[config.mk]
export PLATFORM = sky130hd
export DESIGN_NAME = fir_out_decimator_flat
export DESIGN_NICKNAME = d
export VERILOG_FILES = /design/src/rtl/fir_out_decimator_if.sv /design/src/rtl/fir_out_decimator.sv /design/src/flat_wrapper.sv
export SDC_FILE = /design/constraint.sdc
export NUM_CORES = 1
export LEC_CHECK = 0
export ABC_AREA = 1
export BUFFER_PORTS_ARGS = -buffer_cell sky130_fd_sc_hd__buf_2
export CAP_MARGIN = 20
export CORE_MARGIN = 3
export CORE_UTILIZATION = 61
export DETAILED_ROUTE_END_ITERATION = 16
export GPL_TIMING_DRIVEN = 0
export PLACE_DENSITY = 0.88
export SYNTH_ARGS = -nofsm -noshare
export SYNTH_HDL_FRONTEND = slang
export SYNTH_SLANG_ARGS = --single-unit
[constraint.sdc]
create_clock -name clk -period 3.31 [get_ports clk]
set_clock_uncertainty 0.1 [all_clocks]
set_input_delay 0.1655 -clock clk [delete_from_list [all_inputs] [get_ports clk]]
set_output_delay 0.1655 -clock clk [all_outputs]
set_load 0.02 [all_outputs]
[src/rtl/fir_out_decimator_if.sv]
// Stream bundle between fir_out_decimator and its surroundings: sample input,
// valid/ready output and status flags.
interface fir_out_decimator_if #(
  parameter int IN_W  = 18,
  parameter int OUT_W = 8,
  parameter int DEPTH = 4
);
  localparam int LW = $clog2(DEPTH) + 1;

  logic signed [IN_W-1:0]  in_data;
  logic                    in_valid;
  logic signed [OUT_W-1:0] out_data;
  logic                    out_valid;
  logic                    out_ready;
  logic [LW-1:0]           fill_level;
  logic                    sat_flag;
  logic                    drop;

  modport master (
    output in_data, in_valid, out_ready,
    input  out_data, out_valid, fill_level, sat_flag, drop
  );

  modport slave (
    input  in_data, in_valid, out_ready,
    output out_data, out_valid, fill_level, sat_flag, drop
  );
endinterface

[src/rtl/fir_out_decimator.sv]
// Keeps one of every DECIM filter samples, rounds/saturates it to OUT_W bits
// and queues it in a small FIFO so the consumer can stall independently.
module fir_out_decimator #(
  parameter int IN_W  = 18,
  parameter int OUT_W = 8,
  parameter int SHIFT = 10,
  parameter int DECIM = 4,
  parameter int DEPTH = 4
) (
  input logic              clk,
  input logic              rst,
  fir_out_decimator_if.slave bus
);
  localparam int R_W = IN_W + 1 - SHIFT;
  localparam int CW  = ((R_W > OUT_W) ? R_W : OUT_W) + 1;
  localparam int PW  = (DECIM > 1) ? $clog2(DECIM) : 1;
  localparam int AW  = $clog2(DEPTH);

  localparam logic [IN_W:0]          ROUND_U = (IN_W + 1)'(1) << (SHIFT - 1);
  localparam logic signed [CW-1:0]   SAT_MAX = CW'((2 ** (OUT_W - 1)) - 1);
  localparam logic signed [CW-1:0]   SAT_MIN = CW'(-(2 ** (OUT_W - 1)));
  localparam logic [AW:0]            FULL_LEVEL = (AW + 1)'(DEPTH);

  logic [PW-1:0]          phase_reg;
  logic                   s1_valid_reg;
  logic signed [R_W-1:0]  s1_data_reg;
  logic [AW:0]            wr_ptr_reg;
  logic [AW:0]            rd_ptr_reg;
  logic                   sat_flag_reg;
  logic                   drop_reg;
  logic [OUT_W-1:0]       mem [DEPTH];

  logic                   keep;
  logic signed [IN_W:0]   in_ext;
  logic signed [CW-1:0]   r_ext;
  logic                   over;
  logic                   under;
  logic [OUT_W-1:0]       sat_data;
  logic [AW:0]            count;
  logic                   full;
  logic                   empty;
  logic                   push;
  logic                   pop;
  logic                   wr_en;

  assign keep   = bus.in_valid && (phase_reg == '0);
  assign in_ext = {bus.in_data[IN_W-1], bus.in_data};

  // Saturation is judged on the full-precision rounded value, widened by one bit.
  assign r_ext = {{(CW - R_W){s1_data_reg[R_W-1]}}, s1_data_reg};
  assign over  = r_ext > SAT_MAX;
  assign under = r_ext < SAT_MIN;

  always_comb begin
    sat_data = r_ext[OUT_W-1:0];
    if (over)
      sat_data = {1'b0, {(OUT_W - 1){1'b1}}};
    else if (under)
      sat_data = {1'b1, {(OUT_W - 1){1'b0}}};
  end

  assign count = wr_ptr_reg - rd_ptr_reg;
  assign full  = (count == FULL_LEVEL);
  assign empty = (count == '0);
  assign push  = s1_valid_reg;
  assign pop   = bus.out_ready && !empty;
  assign wr_en = push && (!full || pop);

  always_ff @(posedge clk or negedge rst) begin
    if (!rst) begin
      phase_reg    <= '0;
      s1_valid_reg <= 1'b0;
      s1_data_reg  <= '0;
      wr_ptr_reg   <= '0;
      rd_ptr_reg   <= '0;
      sat_flag_reg <= 1'b0;
      drop_reg     <= 1'b0;
    end else begin
      if (bus.in_valid)
        phase_reg <= (phase_reg == PW'(DECIM - 1)) ? '0 : phase_reg + 1'b1;
      s1_valid_reg <= keep;
      if (keep)
        s1_data_reg <= R_W'((in_ext + $signed(ROUND_U)) >>> SHIFT);
      if (push && (over || under))
        sat_flag_reg <= 1'b1;
      if (wr_en)
        wr_ptr_reg <= wr_ptr_reg + 1'b1;
      if (pop)
        rd_ptr_reg <= rd_ptr_reg + 1'b1;
      drop_reg <= push && full && !pop;
    end
  end

  // Storage carries no reset so it maps onto plain RAM; the head is masked while empty.
  always_ff @(posedge clk) begin
    if (wr_en)
      mem[wr_ptr_reg[AW-1:0]] <= sat_data;
  end

  assign bus.out_data   = empty ? '0 : mem[rd_ptr_reg[AW-1:0]];
  assign bus.out_valid  = !empty;
  assign bus.fill_level = count;
  assign bus.sat_flag   = sat_flag_reg;
  assign bus.drop       = drop_reg;
endmodule

[src/flat_wrapper.sv]
// flat-port wrapper written by rule: the top's interface ports become plain ports
module fir_out_decimator_flat 
#(
  parameter int IN_W  = 18,
  parameter int OUT_W = 8,
  parameter int SHIFT = 10,
  parameter int DECIM = 4,
  parameter int DEPTH = 4
)
  (clk, rst, bus_in_data, bus_in_valid, bus_out_ready, bus_out_data, bus_out_valid, bus_fill_level, bus_sat_flag, bus_drop);
  fir_out_decimator_if #(.IN_W(IN_W), .OUT_W(OUT_W), .DEPTH(DEPTH)) bus_i ();
  input logic clk;
  input logic rst;
  input wire logic [$bits(bus_i.in_data)-1:0] bus_in_data;
  input wire logic [$bits(bus_i.in_valid)-1:0] bus_in_valid;
  input wire logic [$bits(bus_i.out_ready)-1:0] bus_out_ready;
  output wire logic [$bits(bus_i.out_data)-1:0] bus_out_data;
  output wire logic [$bits(bus_i.out_valid)-1:0] bus_out_valid;
  output wire logic [$bits(bus_i.fill_level)-1:0] bus_fill_level;
  output wire logic [$bits(bus_i.sat_flag)-1:0] bus_sat_flag;
  output wire logic [$bits(bus_i.drop)-1:0] bus_drop;
  assign bus_i.in_data = bus_in_data;
  assign bus_i.in_valid = bus_in_valid;
  assign bus_i.out_ready = bus_out_ready;
  assign bus_out_data = bus_i.out_data;
  assign bus_out_valid = bus_i.out_valid;
  assign bus_fill_level = bus_i.fill_level;
  assign bus_sat_flag = bus_i.sat_flag;
  assign bus_drop = bus_i.drop;
  fir_out_decimator #(.IN_W(IN_W), .OUT_W(OUT_W), .SHIFT(SHIFT), .DECIM(DECIM), .DEPTH(DEPTH)) u_core (.clk(clk), .rst(rst), .bus(bus_i));
endmodule
Word-level counts from Yosys, hierarchy flattened
Memories as Yosys holds them, arrays and structs flattened.
Cells that the tools add are included.

storage, ports and cells
  memory bits (writable) = 32
  memories kept = 1
  output and inout port bits = 14
  register bits after elaboration = 20
  input bits = 22

memories
  name        depth  width  rd ports  clocked after Yosys merged registers in  write ports  line                     text
  u_core.mem  4      8      1         0                                        1            fir_out_decimator.sv:31  logic [OUT_W-1:0] mem [DEPTH];

operators by class
  reduce and logical (&&, ||, !) cells = 13
  add/subtract/negate cells = 5
  $lt $le $gt $ge = 2
  equality and inequality tests = 2
  muxes and demuxes = 6

operators with widths
  kind                                                         count
  two-way mux 8 bit                                            3
  adder 18 x 11 -> 19 bit (second input constant)              1
  > comparator 9 x 8 -> 1 bit (second input constant)          1
  less-than comparator 9 x 8 -> 1 bit (second input constant)  1
  adder 3 x 1 -> 3 bit (second input constant)                 2
  logical AND 1 bit                                            6
  == test 3 bit (second input constant)                        1
  logical NOT 1 bit                                            3
  logical NOT 3 bit                                            1
  subtractor 3 bit                                             1
  adder 2 x 1 -> 2 bit (second input constant)                 1
  == test 2 bit (second input constant)                        1
  logical NOT 2 bit                                            1
  logical OR 1 bit                                             2
  two-way mux 1 bit                                            2
  two-way mux 2 bit                                            1

Depth between registers and ports, before layout
Gate-level depths: netlist of the first run.

  depth in word-level cells = 8
  gate-level depth with buffers = 9
  mapped depth without buffers = 9

Least setup slack after synthesis of the first run
No wires, ideal clock.

  path kind = reg2reg
  from = register u_core.wr_ptr_reg[0]
  to = memory u_core.mem[0][0], enable pin
  setup slack = 1.049 ns
  setup time = 0.371 ns
  arrival = 1.790 ns
  clock period less this slack = 2.261 ns
  buffers on the path = 0
  cell stages (with the launch flop) = 9
  cells stage by stage = dfrtp_1 > inv_1 > ha_1 > fa_1 > inv_1 > nand3_1 > nand3_2 > nand2_4 > nor2_1

between the ends
  longest elaborated chain between the ends = 8
  elaborated cells between the ends (all ways) = 10

ends and longest elaborated chain
  element                                  line                     text
  start, declared                          fir_out_decimator.sv:27  logic [AW:0] wr_ptr_reg;
  start signal, assigned                   fir_out_decimator.sv:87  wr_ptr_reg <= wr_ptr_reg + 1'b1;
  subtractor 3 bit                         fir_out_decimator.sv:62  assign count = wr_ptr_reg - rd_ptr_reg;
  logical NOT 3 bit                        fir_out_decimator.sv:64  assign empty = (count == '0);
  logical NOT 1 bit                        fir_out_decimator.sv:66  assign pop = bus.out_ready && !empty;
  logical AND 1 bit                        fir_out_decimator.sv:66
  logical OR 1 bit                         fir_out_decimator.sv:67  assign wr_en = push && (!full || pop);
  logical AND 1 bit                        fir_out_decimator.sv:67
  two-way mux 1 bit                        fir_out_decimator.sv:96  if (wr_en)
  two-way mux 1 bit (not written as such)  fir_out_decimator.sv:97  mem[wr_ptr_reg[AW-1:0]] <= sat_data;
  end, declared                            fir_out_decimator.sv:31

Several ways; a longest one is shown, not always the timed one.

Final worst setup path of the first run
  from = register u_core.wr_ptr_reg[0]
  to = memory u_core.mem[1][6], enable pin

Same word-level chain as after synthesis.

==> summary.txt, run 1 <==
STA
  – Rel. slew slack: around 48%
  – Setup slack after layout: approximately 670 ps
  – Max Fclk: between 0.3 and 0.4 GHz
  – Fin. Hold Viols: 0
  – Tmin final: 2640 ps
  – RSZ-0062 raised after global routing: false
  – Tcrit/Tclk final: around 80%
  – Worst-margin pin slew: between 700 and 800 ps
  – Total negative slack: 0 ps
  – Slew Limit Fails: 0
  – WHS: ~18 ps
  – Setup violators final: 0

Routing
  – DR pass1 iterations: 4
  – WL/cell: ~13 microns
  – Detailed Route WL: around 4700 microns
  – DRC Markers: 0
  – Drt initial violations: between 150 and 200
  – Avg Vias per Cell: 5.20
  – DR vias: ~1900
  – Final ANT Viol Nets: 0

Layout
  – Share of cells above drive strength 1: 15.9%
  – Nets: 340
  – Final core occ: between 70% and 80%
  – Fin cells: around 360
  – Commonest non-fill, non-tap cell in the layout: nand2_1
  – Number of flip-flops under the largest register name: 32
  – # fillers: roughly 280
  – Cell area after layout: approximately 0.0028 sq mm
  – Area growth from synthesis to layout: 12.1%
  – Most frequent cells in the layout: nand2_1, nor2_1, inv_1
  – # diodes: 0

Synth
  – Yosys Warn Count: 0
  – Post-synth EDFFs: 32
  – Post-synthesis cell type count: 24
  – Largest family of logic cells by synthesized area: simple AND/OR/NAND/NOR gates
  – Post-synth top area cell: edfxtp_1
  – Share of the synthesized area in the top cell type: roughly two fifths
  – Main area contributors after synthesis: edfxtp_1, dfrtp_1, nand2_1
  – Syn_area_per_cell: 9.26 sq um
  – Top_reg_cell synth: edfxtp_1
  – Post-synth ARST share: 38.5%
  – Syn_nets: slightly above 300
  – Compound-Gate Fraction of Synth Area: approximately 7.5%
  – Mux share of post-synthesis cell area: 0%
  – Post-Syn Area: between 0.002 and 0.003 sq mm
  – Xor and xnor area share after synthesis: less than 1%
  – Post-Synth Simple-Gate Area: 21.2%
  – Adder-cell share of the synthesized area: 5.25%
  – Post-synthesis cell count: roughly 270
  – Count of state elements after synthesis: 52
  – Seq/Total Area, Yosys: between 50% and 60%

Clocking
  – CTS tree: yes
  – CTS buffer count: 5
  – Max Buffers Root-to-Sink: 2
  – Worst-skew pair later-pin latency: 300 ps
  – Post-CTS Setup Repair Bufs: 0
  – Clock sink total: 52
  – Reg clk slew, reported paths: about 90 ps
  – Clk root buf: clkbuf_8
  – H-tree depth: 2

Setup path
  – Critical path launch point type: flop
  – Worst Setup End Kind: flop
  – Crit Path Category: reg -> reg
  – CP Max Fanout: 8
  – Worst EP required: 3150 ps
  – FF-to-FF setup slack: around 670 ps
  – Worst EP arrival: 2480 ps

Pwr
  – P_int: approximately 1.6 mW
  – Switching pwr: about 1.3 mW
  – Leakage: ~1.3 nW
  – Switch share: 44.8%
  – Design Power: ~2.9 mW
  – Comb power frac: between 50 and 60%
  – Sequential power share: 36.3%
  – Maximum vdd drop: ~660 uV
  – Clock share of power: about an eighth
  – P per Cell Area: 1020 mW/mm^2

Placement
  – DP HPWL: ~3200 microns
  – Dpl cell area: around 0.0027 sq mm
  – Pre-CTS setup slack: about 660 ps
  – Placed cell count: 347
  – Gp weighted congestion: about 0.77
  – PortBufs: 26

Floorplanning
  – Rows: 22
  – I/O Pins: 36
  – Initial Util: 66.1%
  – Chip Height: 70.4 microns
  – Core ar.: roughly 0.0038 sq mm
  – Die X-Extent: just over 70 microns
  – Die Area: between 0.004 and 0.005 sq mm

Run status
  – Status: finished, final reports clean

Hold path
  – Hold Crit Class: in -> reg

Global route
  – Total grt overflow: 0
  – Initial antenna violation count: 0
  – Largest net degree at the start of global routing: 21
  – Vias in the first global route: between 1500 and 2000
  – All-Layer GR Usage: a little over a fifth
  – First-pass GRT wire length: ~8000 microns

Run
  – Max cap viols: 0
power groups by stage:
stage	clock network, mW	logic (mW)	registers [mW]
2_1_floorplan	0	1.06	1.04
3_3_place_gp	0	1.40	1.05
3_5_place_dp	0	1.45	1.05
4_1_cts	0.368	1.48	1.04
5_1_grt	0.407	1.66	1.06
6_report	0.362	1.47	1.04
logic make-up after synthesis:
family,count (synthesis)
flip-flops,52
adder cells (fa/ha/maj),10
buffers and inverters,45
AND/OR/NAND/NOR,127
XOR/XNOR,2
AO/OA/AOI/OAI,37
final timing paths:
path | from | to | depth (start not counted)
min in group asynchronous | rst | u_core.push | 2
max in group asynchronous | rst | u_core.rd_ptr_reg[1] | 2
max reg2reg | u_core.wr_ptr_reg[0] | u_core.mem[1][6] | 8
min reg2reg | u_core.bus.sat_flag | u_core.bus.sat_flag | 1
min | bus_in_data[17] | u_core.s1_data_reg[8] | 3
max | u_core.wr_ptr_reg[0] | u_core.mem[1][6] | 8
cell type report:
class,count,area [sq um],share of cell area (%)
plain buffers,8,52.6,1.86
clock buffers,5,68.8,2.43
clock inverters,3,26.3,0.928
inverters,37,139,4.90
multi-input cells,176,875,30.9
flip-flops and latches,52,1460,51.6
well taps,48,60.1,2.12
repair buffers,28,150,5.30
routing by layer:
| layer | vias to the layer above | track usage [%] | wire length [microns] |
|---|---|---|---|
| li1 | 950 | - | - |
| met5 | - | 0 | 0 |
| met1 | 845 | 25.7 | 1930 |
| met2 | 55 | 38.3 | 2470 |
| met3 | 7 | 4.75 | 283 |
| met4 | 0 | 7.45 | 68 |
repair_timing:
item                      4_1_cts  5_1_grt
hold buffers                    2        0
hold endpoints to repair       21        0
gates resized for setup         0        0
Yosys cell counts, types with 2 or more instances:
library cell / instances
buf_4: 3
nand4_1: 3
edfxtp_1: 32
inv_2: 2
nor2_1: 48
xor2_1: 2
nand2_1: 54
dfrtp_1: 20
inv_1: 35
o21ai_0: 26
ha_1: 9
nand3_2: 3
buf_2: 3
nand2_2: 2
a21oi_1: 4
o21ai_1: 5
nand3_1: 15
worst max-delay path: stages, from the launching register on:
cell and delay, ps:
dfrtp_1 410, inv_1 120, ha_1 210, fa_1 400, inv_1 100, nand3_1 100, nand3_2 150, nand2_4 90
nor2_1 610
No activity file was read; power rests on OpenSTA's default activity.
==> inputs of run 2 (changes only) <==
Settings changed: CORE_UTILIZATION 61 to 51, PLACE_DENSITY 0.88 to 0.79.
Clock period 3.31 ns to 2.27 ns, I/O delays scaled along.
==> run 2 against run 1 <==
Effect of this change: die area is 18% higher; final area is 11% higher; critical path depth is 1 higher; combinational power is 100% higher.
==> summary.txt, run 2 (same netlist as run 1, synthesis figures left out) <==
Run status
  – Status: finished, final reports clean

Layout
  – Share of cells above drive strength 1: about a quarter
  – Final core occ: between 60 and 70%
  – Most frequent cells in the layout: nand2_1, nor2_1, edfxtp_1
  – Commonest non-fill, non-tap cell in the layout: nand2_1
  – Nets: ~360
  – # diodes: 0
  – Number of flip-flops under the largest register name: 32
  – Area growth from synthesis to layout: 24.0%

Setup path
  – FF-to-FF setup slack: about 70 ps
  – Crit Path Category: reg -> out
  – Critical path launch point type: flop
  – Worst Setup End Kind: output pin
  – Worst EP required: between 2000 and 2500 ps
  – Worst EP arrival: just over 2000 ps
  – CP Max Fanout: 5

Global route
  – Initial antenna violation count: 0
  – All-Layer GR Usage: a little under a fifth
  – Vias in the first global route: roughly 1900
  – Layer with the highest usage: met2
  – GR met3 Demand/Resource: 4.14%
  – GR Util met1: between 20% and 30%
  – First-pass GRT wire length: approximately 8500 microns
  – Met2 Track Usage GR: around 32%
  – Total grt overflow: 0
  – Largest net degree at the start of global routing: 21

STA
  – Max Fclk: 0.444 GHz
  – Fin. Hold Viols: 0
  – WHS: between 10 and 15 ps
  – Slew Limit Fails: 0
  – Rel. slew slack: between 60% and 70%
  – Setup violators final: 0
  – Total negative slack: 0 ps
  – Setup slack after layout: ~18 ps
  – Tcrit/Tclk final: between 90% and 100%
  – Worst-margin pin slew: between 400 and 500 ps
  – RSZ-0062 raised after global routing: true
  – Tmin final: between 2000 and 2500 ps

Floorplanning
  – Chip Height: 76.4 microns
  – Die X-Extent: about 76 microns
  – Rows: 24
  – Core ar.: 0.00456 sq mm
  – I/O Pins: 36
  – Initial Util: roughly 55%
  – Die Area: ~0.0058 sq mm

Pwr
  – Sequential power share: ~30%
  – Switching pwr: roughly 2.2 mW
  – Leakage: ~1.4 nW
  – P per Cell Area: between 1500 and 2000 mW/mm^2
  – Clock share of power: a little under an eighth
  – Maximum vdd drop: between 700 and 800 uV
  – Design Power: around 5.1 mW
  – Comb power frac: 58.5%
  – Switch share: 42.8%
  – P_int: between 2 and 3 mW

Routing
  – Drt initial violations: 176
  – DR vias: around 2000
  – WL/cell: 13.3 microns
  – Avg Vias per Cell: a little over 5
  – DRC Markers: 0
  – Final ANT Viol Nets: 0
  – Detailed Route WL: roughly 5200 microns
  – DR pass1 iterations: 4

Placement
  – PortBufs: 26
  – Gp weighted congestion: 0.751
  – DP HPWL: roughly 3300 microns
  – Pre-CTS setup slack: -408 ps

Clocking
  – Max Buffers Root-to-Sink: 2
  – H-tree depth: 2
  – Reg clk slew, reported paths: 80 ps
  – Clock sink total: 52
  – Clk root buf: clkbuf_8
  – CTS buffer count: 5
  – Worst-skew pair later-pin latency: approximately 300 ps
  – CTS tree: yes

Run
  – Max cap viols: 0

Hold path
  – Hold Crit Class: in -> reg
[run 2: cell types whose count changed in the layout (fill, tap and decap cells not counted), moves of 4 or more]
| cell | delta |
|---|---|
| buf_4 | +12 |
| nand2_4 | +4 |
| buf_2 | -8 |
| nor2_1 | -4 |
| buf_6 | +8 |
| inv_2 | +10 |
| nand2_2 | +5 |
| inv_1 | -10 |
| nor2_4 | +4 |
| nand2_1 | -9 |
[run 2: repair_timing]
action	in CTS	in global routing
setup buffers	6	6
hold buffers	4	0
endpoints found under the hold margin	24	0
resized for setup	12	44
pin swaps	3	4
setup endpoints to repair	41	41
gates cloned	1	0
[run 2: final cells by class]
class	instances	area, sq um
Buffer	8	56.3
Tap cell	65	81.3
Multi-Input combinational cell	176	967
Inverter	37	139
Timing Repair Buffer	43	322
Sequential cell	52	1460
Clock buffer	6	72.6
Clock inverter	2	35.0
Fill cell	346	1430
[run 2: final timing paths]
kind	start	to	depth (start not counted)
worst max-delay path	u_core.rd_ptr_reg[0]	bus_out_data[1]	9
worst min-delay path	bus_in_data[12]	u_core.s1_data_reg[2]	3
worst max register to register	u_core.rd_ptr_reg[0]	u_core.mem[2][4]	7
worst min register to register	u_core.s1_data_reg[6]	u_core.s1_data_reg[6]	2
max in group asynchronous	rst	u_core.s1_data_reg[8]	2
min in group asynchronous	rst	u_core.rd_ptr_reg[1]	2
[run 2: layer usage]
metal | wire (microns) | share of wire [%]
met2 | 2750 | 53
met4 | 63 | 1.2
met3 | 228 | 4.4
met1 | 2120 | 41
met5 | 0 | 0
[run 2: power groups by stage]
stage	registers [mW]	clock network, mW	logic [mW]
2_1_floorplan	1.51	0	1.55
3_3_place_gp	1.53	0	2.07
3_5_place_dp	1.54	0	2.13
4_1_cts	1.51	0.618	2.40
5_1_grt	1.54	0.660	3.32
6_report	1.52	0.611	3.00
[run 2: stage by stage]
| step | cell area (sq um) | instances |
|---|---|---|
| after floorplan | 2530 | 273 |
| after global placement | 2740 | 364 |
| after detailed placement | 2740 | 364 |
| after CTS | 2970 | 383 |
| after global routing | 3130 | 389 |
| final | 3130 | 389 |
[run 2: worst max-delay path: stages, from the launching register on]
cell and delay [ps]:
dfrtp_1 420, ha_4 170, fa_1 510, nand2_2 70, inv_2 70, nand3_4 100
buf_8 170, nand2_2 70, inv_2 40, buf_6 120
==> inputs of run 3 (changes only) <==
--- a/config.mk
+++ b/config.mk
@@ -8,9 +8,9 @@
 export ABC_AREA = 1
 export BUFFER_PORTS_ARGS = -buffer_cell sky130_fd_sc_hd__buf_2
-export CAP_MARGIN = 20
+export CAP_MARGIN = 0
 export CORE_MARGIN = 3
 export CORE_UTILIZATION = 51
 export DETAILED_ROUTE_END_ITERATION = 16
-export GPL_TIMING_DRIVEN = 0
+export GPL_TIMING_DRIVEN = 1
 export PLACE_DENSITY = 0.79
 export SYNTH_ARGS = -nofsm -noshare
==> constraint.sdc (replaced) <==
create_clock -name clk -period 2.27 [get_ports clk]
set_clock_uncertainty 0.1 [all_clocks]
set_input_delay 0.3405 -clock clk [delete_from_list [all_inputs] [get_ports clk]]
set_output_delay 0.3405 -clock clk [all_outputs]
set_load 0.02 [all_outputs]
==> run 3 against run 2 <==
Effect of this change: power down 2.4%; the run now ends with negative setup slack left; largest power group unchanged; first-iteration DRC count shrank 15%; sequential cell count stayed put.
==> summary.txt, run 3 (same netlist as run 1, synthesis figures left out) <==
Run status
  – Status: complete, but fails checks
  – Failing checks: negative setup slack

Placement
  – Pre-CTS setup slack: -160 ps
  – PortBufs: 26
  – DP HPWL: 3260 microns
  – Gp weighted congestion: about 0.80
  – Placed cell count: 367

Floorplanning
  – Rows: 24
  – Die X-Extent: 76.4 microns
  – Core ar.: roughly 0.0046 sq mm
  – I/O Pins: 36
  – Chip Height: 76.4 microns
  – Die Area: just under 0.006 sq mm
  – Initial Util: around 55%

Clocking
  – CTS buffer count: 5
  – H-tree depth: 2
  – Clock sink total: 52
  – Reg clk slew, reported paths: roughly 90 ps
  – Max Buffers Root-to-Sink: 2
  – CTS tree: yes
  – Worst-skew pair later-pin latency: approximately 300 ps
  – Clk root buf: clkbuf_8

Routing
  – WL/cell: roughly 13 microns
  – Met2 wire length: 2480 microns
  – Final ANT Viol Nets: 0
  – Drt initial violations: 150
  – Metal-1 WL: roughly 2200 microns
  – Detailed Route WL: 4980 microns
  – DR pass1 iterations: 4
  – Highest metal used: met4
  – Met3 WL: approximately 270 microns
  – Avg Vias per Cell: between 5 and 6
  – DRC Markers: 0
  – DR vias: ~1900

Setup path
  – Crit Path Category: reg -> out
  – CP Max Fanout: 5
  – Worst EP required: 1830 ps
  – Worst EP arrival: ~2000 ps
  – Worst Setup End Kind: output pin
  – Critical path launch point type: flop

STA
  – WHS: roughly 170 ps
  – Slew Limit Fails: 0
  – Worst-margin pin slew: about 470 ps
  – Rel. slew slack: slightly below 70%
  – Tmin final: 2430 ps
  – Fin. Hold Viols: 0
  – Setup violators final: 10
  – Setup slack after layout: -156 ps
  – Tcrit/Tclk final: 107%
  – Max Fclk: roughly 0.4 GHz
  – RSZ-0062 raised after global routing: true

Layout
  – Nets: approximately 350
  – Area growth from synthesis to layout: 21.7%
  – Number of flip-flops under the largest register name: 32
  – Share of cells above drive strength 1: between 20% and 30%
  – # diodes: 0
  – Most frequent cells in the layout: nand2_1, nor2_1, edfxtp_1
  – Commonest non-fill, non-tap cell in the layout: nand2_1
  – Final core occ: 67.4%
  – Fin cells: 381
  – # fillers: 360

Global route
  – Largest net degree at the start of global routing: 21
  – Initial antenna violation count: 0
  – Total grt overflow: 0
  – Vias in the first global route: 1871
  – All-Layer GR Usage: 18.2%
  – First-pass GRT wire length: between 8000 and 9000 microns

Pwr
  – Leakage: approximately 1.4 nW
  – P per Cell Area: 1630 mW/mm^2
  – Design Power: approximately 5.0 mW
  – Maximum vdd drop: 813 uV

Hold path
  – Hold Crit Class: in -> reg

Run
  – Max cap viols: 0
## run 3: cell types whose count changed in the layout (fill, tap and decap cells not counted), sizes merged
cell	delta
clkbuf	-2
buf	-5
clkinvlp	+1
nand3	+1
dlygate4sd3	-3
## run 3: per-layer routing
metal	vias up	GRT usage (%)
li1	962	-
met1	886	23.5
met2	65	30.2
met3	6	4.26
met4	0	6.16
met5	-	0
## run 3: critical path, stage by stage (launching register included)
cell and delay, ps:
dfrtp_1 380, inv_2 70, ha_4 160, fa_2 540
nand2_2 70, inv_4 80, nand3_4 120, nand2_1 80
inv_1 30, buf_2 140
## run 3: worst paths after layout
kind                                  startpoint                     to  slack (ps)  depth (start not counted)
min                                 bus_in_valid    u_core.phase_reg[0]         170                          2
max reg2reg                 u_core.wr_ptr_reg[0]   u_core.rd_ptr_reg[0]         110                         12
min in group asynchronous                    rst   u_core.wr_ptr_reg[2]         410                          2
max in group asynchronous                    rst   u_core.rd_ptr_reg[0]        1350                          2
min reg2reg                u_core.s1_data_reg[6]  u_core.s1_data_reg[6]         390                          2
max                         u_core.wr_ptr_reg[0]        bus_out_data[2]        -160                          9
## run 3: final cells by class
| class | instances | area, sq um | share of cell area, % |
|---|---|---|---|
| sequential | 52 | 1460 | 47.5 |
| multi-input combinational | 177 | 982 | 31.9 |
| timing repair buffer | 42 | 298 | 9.68 |
| inverter | 37 | 141 | 4.60 |
| tap | 65 | 81.3 | 2.64 |
| clock buffer | 5 | 68.8 | 2.24 |
| clock inverter | 3 | 42.5 | 1.38 |
## run 3: metrics by stage
| step | TNS, ps | cell area [sq um] |
|---|---|---|
| final | -1250 | 3080 |
| after global placement | -3050 | 2770 |
| after global routing | -2220 | 3080 |
| after floorplan | 0 | 2530 |
| after detailed placement | -4610 | 2770 |
| after CTS | -5840 | 2960 |
## run 3: power by group
group | internal (mW) | total (mW) | switching [mW]
logic | 1.13 | 2.85 | 1.72
clock network | 0.327 | 0.635 | 0.309
registers | 1.38 | 1.52 | 0.134
total | 2.84 | 5.00 | 2.16
## run 3: timing repair
item                                    4_1_cts  5_1_grt
pin swaps                                     9        8
buffers inserted                              2        2
hold buffers                                  1        0
resized for setup                            14       34
gates cloned                                  1        0
endpoints found under the setup margin       41       42
hold endpoints to repair                     20        0
